--- src/rtl/store_capture_fifo.sv ---
// Store capture FIFO between the processor core's store port and a slower consumer.
// Optional running checksum of accepted stores is built when STORE_CHECKSUM_EN is defined.
module store_capture_fifo #(
    parameter int DEPTH = 8,
    parameter int AW    = 3
) (
    input  logic          CK,
    input  logic          RESET,
    input  logic          INVALID,
    input  logic [4:0]    INADDR,
    input  logic [31:0]   INDATA,
    input  logic          CPUDONE,
    output logic          OVALID,
    input  logic          OREADY,
    output logic [4:0]    OADDR,
    output logic [31:0]   ODATA,
    output logic [AW:0]   COUNT,
    output logic          OVERFLOW,
    output logic [7:0]    DROPCNT,
    output logic          FLUSHED,
    output logic [31:0]   CHECKSUM
);

    typedef enum logic [1:0] {
        ST_RUN   = 2'd0,
        ST_DRAIN = 2'd1,
        ST_FIN   = 2'd2
    } state_t;

    localparam logic [AW-1:0] PTR_ONE    = {{(AW-1){1'b0}}, 1'b1};
    localparam logic [AW:0]   CNT_ONE    = {{AW{1'b0}}, 1'b1};
    localparam logic [AW:0]   CNT_ZERO   = {(AW+1){1'b0}};
    localparam logic [AW:0]   CNT_FULL   = (AW+1)'(DEPTH);

    logic [36:0]   mem_r [DEPTH];
    logic [AW-1:0] wr_ptr_r;
    logic [AW-1:0] rd_ptr_r;
    logic [AW:0]   count_r;
    logic          overflow_r;
    logic [7:0]    dropcnt_r;
    logic          flushed_r;
    state_t        state_r;

    logic          nonempty_s;
    logic          push_req_s;
    logic          pop_s;
    logic          accept_s;
    logic          drop_s;

    assign nonempty_s = (count_r != CNT_ZERO);
    assign push_req_s = INVALID && (state_r == ST_RUN);
    assign pop_s      = nonempty_s && OREADY;
    // A full FIFO still accepts when the head leaves on the same edge.
    assign accept_s   = push_req_s && ((count_r != CNT_FULL) || pop_s);
    assign drop_s     = push_req_s && !accept_s;

    // Storage write; contents need no reset because the head is masked while empty.
    always_ff @(posedge CK) begin
        if (!RESET && accept_s) begin
            mem_r[wr_ptr_r] <= {INADDR, INDATA};
        end
    end

    // Pointers, occupancy and overflow bookkeeping.
    always_ff @(posedge CK) begin
        if (RESET) begin
            wr_ptr_r   <= {AW{1'b0}};
            rd_ptr_r   <= {AW{1'b0}};
            count_r    <= CNT_ZERO;
            overflow_r <= 1'b0;
            dropcnt_r  <= 8'd0;
        end else begin
            if (accept_s) begin
                wr_ptr_r <= wr_ptr_r + PTR_ONE;
            end
            if (pop_s) begin
                rd_ptr_r <= rd_ptr_r + PTR_ONE;
            end
            if (accept_s && !pop_s) begin
                count_r <= count_r + CNT_ONE;
            end else if (pop_s && !accept_s) begin
                count_r <= count_r - CNT_ONE;
            end
            if (drop_s) begin
                overflow_r <= 1'b1;
                if (dropcnt_r != 8'hFF) begin
                    dropcnt_r <= dropcnt_r + 8'd1;
                end
            end
        end
    end

    // Run/drain/finish sequencing with the registered FLUSHED flag.
    always_ff @(posedge CK) begin
        if (RESET) begin
            state_r   <= ST_RUN;
            flushed_r <= 1'b0;
        end else begin
            case (state_r)
                ST_RUN: begin
                    flushed_r <= 1'b0;
                    if (CPUDONE) begin
                        state_r <= ST_DRAIN;
                    end
                end
                ST_DRAIN: begin
                    if (count_r == CNT_ZERO) begin
                        state_r   <= ST_FIN;
                        flushed_r <= 1'b1;
                    end else begin
                        flushed_r <= 1'b0;
                    end
                end
                ST_FIN: begin
                    flushed_r <= 1'b1;
                end
                default: begin
                    state_r   <= ST_RUN;
                    flushed_r <= 1'b0;
                end
            endcase
        end
    end

`ifdef STORE_CHECKSUM_EN
    logic [31:0] checksum_r;

    // Running sum over accepted stores only.
    always_ff @(posedge CK) begin
        if (RESET) begin
            checksum_r <= 32'h0;
        end else if (accept_s) begin
            checksum_r <= checksum_r + (INDATA ^ {27'b0, INADDR});
        end
    end

    assign CHECKSUM = checksum_r;
`else
    assign CHECKSUM = 32'h0;
`endif

    assign OVALID   = nonempty_s;
    assign OADDR    = nonempty_s ? mem_r[rd_ptr_r][36:32] : 5'd0;
    assign ODATA    = nonempty_s ? mem_r[rd_ptr_r][31:0]  : 32'h0;
    assign COUNT    = count_r;
    assign OVERFLOW = overflow_r;
    assign DROPCNT  = dropcnt_r;
    assign FLUSHED  = flushed_r;

endmodule

--- config.mk ---
export PLATFORM = sky130hd
export DESIGN_NAME = store_capture_fifo
export DESIGN_NICKNAME = d
export VERILOG_FILES = /design/src/rtl/store_capture_fifo.sv
export SDC_FILE = /design/constraint.sdc
export NUM_CORES = 1
export LEC_CHECK = 0
export BUFFER_PORTS_ARGS = -buffer_cell sky130_fd_sc_hd__buf_2
export CORE_UTILIZATION = 40
export CTS_CLUSTER_SIZE = 24
export DETAILED_ROUTE_END_ITERATION = 7
export PLACE_DENSITY = 0.63
export REMOVE_ABC_BUFFERS = 1
export SLEW_MARGIN = 0
export SYNTH_ARGS = -nofsm -noshare
export SYNTH_HDL_FRONTEND = slang
export SYNTH_SLANG_ARGS = --single-unit
export TNS_END_PERCENT = 10
--- constraint.sdc ---
create_clock -name CK -period 5.2 [get_ports CK]
set_input_delay 0 -clock CK [delete_from_list [all_inputs] [get_ports CK]]
set_output_delay 0 -clock CK [all_outputs]
set_load 0.02 [all_outputs]
==> results.txt <==
----------------------------------------------------
[Run status]
  Result of the run ... complete, no violations

[Routing]
  First drt pass iteration count ... 4
  Detail-routed via count per cell ... 5.088
  DRC violations left ... 0
  Violation count after the first detailed-route iteration ... 361
  Detailed Route WL ... 24170 um
  Vias post-DR ... 6212
  Average wire per cell in the routed design ... 19.80 um
  Number of nets with antenna violations after detailed routing ... 0

[Power]
  Total power divided by cell area ... 479.0 mW/mm^2
  Leakage ... 5.031 nW
  Largest vdd supply drop ... 0.3334 mV
  Power share of the clock group ... 0.350
  Internal power consumption ... 5.261 mW
  Sw frac ... 0.2767
  Part of the total power dissipated in sequential elements ... 0.428
  Switching power of the nets ... 2.012 mW
  Combinational cell fraction of total power ... 0.221

[Timing]
  Measured slew at the worst slew-check pin ... 0.8919 ns
  Highest attainable clock frequency ... 332.7 MHz
  Crit share post-route ... 0.5779
  Count of pins over their slew limit ... 0
  Max-Slew Margin vs Limit ... 0.4040
  Final number of setup-violating endpoints ... 0
  RSZ-0062 raised after global routing ... false
  Final critical path time including I/O delays and setup ... 3.005 ns
  Slack of the critical path ... 2.195 ns
  Final Hold Violating Endpoints ... 0
  Worst clock skew on the final layout ... 0.01893 ns

[Critical path]
  Reg-to-reg setup timing slack ... 2.19 ns
  Element type at the critical path end ... flop
  Category of the worst setup path launch point ... flop
  Peak fanout along the critical path ... 40
  Critical setup path kind ... flop to flop
  Worst EP arrival ... 3.45 ns
  CP required ... 5.65 ns

[Clock network]
  Number of buffers added for setup after CTS ... 0
  Clock insertion delay at the later pin of the skew report ... 0.57 ns
  Cell at the root of the clock tree ... clkbuf_16
  Number of buffers added to fix hold violations after cts ... 41
  # resized after CTS ... 0
  Deepest level of the CTS H-tree ... 1
  TritonCTS clock tree ... done
  Clock transition at the registers of the reported paths ... 0.07 ns
  Clock net sink count ... 321
  Longest Clk Path Bufs ... 3
  TritonCTS Buffers ... 31

[Global route]
  Met1 layer usage reported by global route ... 0.2101
  GR peak layer ... met2
  Remaining global-route overflow ... 0
  Met2 Resource Use GR ... 0.2515
  Vias in the first global route ... 6429
  Antenna violations before repair ... 1
  Global-route usage over all layers ... 0.1506
  Met3 GRT Util ... 0.02425
  Global-route wire length before repair ... 37770 um
  Largest net degree at the start of global routing ... 45

[Logic synthesis]
  Number of synthesized flops with an enable pin ... 296
  Top cell type by total area after synthesis ... edfxtp_1
  Top cell type's share of synthesized area ... 0.6977
  Post-synth top cells ... edfxtp_1, mux4_2, nor2_1
  Seq/Total Area, Yosys ... 0.7370
  Mean area per synthesized cell ... 19.63 sq um
  Distinct cell type count of the synthesized netlist ... 42
  Synth Register Bits ... 321
  Instance count of the mapped netlist ... 649
  Total standard cell area after synthesis ... 0.01274 sq mm
  Share of flip-flops with an asynchronous set or reset after synthesis ... 0
  Synth warnings ... 0
  Most common cell in the netlist ... edfxtp_1
  Most common flop cell mapped by yosys ... edfxtp_1
  Synth area leaders ... edfxtp_1, mux4_2, dfxtp_1, mux2i_1, buf_4

[Floorplan]
  Horiz. Die Dim ... 180.5 um
  Site row count ... 64
  Effective utilization at floorplan ... 0.4111
  Floorplan core area ... 0.03099 sq mm
  Overall die area ... 0.03257 sq mm
  I/O pin cnt ... 126
  Die height ... 180.5 um

[Final layout]
  Net count of the finished layout ... 852
  Area delta synth->final ... 19.17%
  Final-layout fill cell count ... 2537
  Final core utilization ... 0.4899
  Share of layout cells above drive strength 1 ... 0.3010

[Placed design]
  # port buffers ... 93
  Pre-CTS worst setup slack ... 2.168 ns
  Estimated wirelength of the detail-placed design ... 13770 um
  Placer congestion estimate ... 0.7363

[Job]
  Number of max-capacitance violations reported ... 0

[Min path]
  Worst Hold Class ... input port to flop

----------------------------------------------------
-- per-layer routing --
metal  part of all wire  up-vias
li1                   -     2835
met1               0.45     3175
met2               0.49      172
met3              0.047       30
met5                  0        -
met4              0.016        0
-- metrics by stage --
step           total power, mW  instance area (sq um)  hold WS [ns]  setup TNS (ns)  cells
2_1_floorplan            4.324                  12480       0.06907          -7.292    618
3_3_place_gp             4.784                  13600        0.2745               0   1121
3_5_place_dp             4.798                  13600        0.2807               0   1121
4_1_cts                  7.360                  15180        0.2389               0   1220
5_1_grt                  7.579                  15180        0.2552               0   1221
6_report                 7.273                  15180        0.2433               0   1221
-- cell families (layout without fill, tap and decap cells) --
group / Yosys count / after routing / synth area share
other: 1 / 33 / 0.0002944
DFF: 321 / 321 / 0.7370
adders and majority gates: 11 / 11 / 0.01139
and+or+nand+nor: 95 / 95 / 0.03732
buffers and inverters: 73 / 217 / 0.03310
xor gates and xnor gates: 6 / 6 / 0.004126
AOI/OAI and AO/OA: 26 / 26 / 0.01267
muxes: 116 / 116 / 0.1641
-- final cells by class --
type / count / area [sq um] / share of cell area
Antenna cell: 1 / 2.502 / 0.0001648
Clock buffer: 37 / 798.3 / 0.05258
Clock inverter: 21 / 370.4 / 0.02439
Inverter: 11 / 41.29 / 0.002720
Multi-Input combinational cell: 286 / 3095 / 0.2039
Sequential cell: 321 / 9398 / 0.6190
Tap cell: 396 / 495.5 / 0.03264
Timing Repair Buffer: 148 / 980.9 / 0.06461
-- layout by cell type, fill, tap and decap left out, types with 2 or more instances in the layout --
master	n
o31ai_1	2
dlygate4sd3_1	41
mux4_2	74
clkbuf_16	31
ha_1	10
nor3_2	3
o41ai_1	2
nand2_1	10
xnor2_1	3
edfxtp_1	296
a211oi_1	3
dfxtp_1	22
a21oi_1	13
dfxtp_4	2
clkinv_2	6
nand3_1	7
clkinv_1	3
mux2i_1	39
mux2_2	3
and4_1	2
or4_1	3
buf_4	14
nor2b_1	3
nor2_1	53
nor2_4	3
bufinv_16	10
clkbuf_1	6
buf_2	93
xor2_1	3
inv_1	10
conb_1	32
o21ai_0	2
-- worst max-delay path, cell delays in order, from the launching register on --
cell and delay (ns):
dfxtp_1 0.42, nor4_4 0.27, buf_4 0.51, inv_2 0.12, nand2_1 0.15, ha_1 0.19
inv_1 0.10, ha_1 0.33, a21oi_1 0.19, a211oi_1 0.10, a31oi_1 0.18, mux2_2 0.35
-- registers in the layout, indices dropped and copies added, names as in the netlist, named ones only --
signal / count
mem_r: 296
DROPCNT: 8
COUNT: 4
rd_ptr_r: 3
wr_ptr_r: 3
state_r: 2
FLUSHED: 1
OVERFLOW: 1
-- power by group through the flow --
stage / Clock (mW) / Combinational [mW] / Sequential, mW
finish: 2.55 / 1.61 / 3.11
global route: 2.68 / 1.76 / 3.14
detailed placement: 0 / 1.62 / 3.18
global placement: 0 / 1.61 / 3.17
floorplan: 0 / 1.11 / 3.21
CTS: 2.59 / 1.65 / 3.12
-- final timing paths --
| check | end | startpoint | cells past startpoint |
|---|---|---|---|
| worst min-delay path | mem_r[0][20] | INDATA[20] | 2 |
| worst max-delay path | COUNT[3] | COUNT[0] | 11 |
| worst max register to register | COUNT[3] | COUNT[0] | 11 |
| worst min register to register | OVERFLOW | OVERFLOW | 2 |
Note: power is estimated with default switching activity, not from simulation.
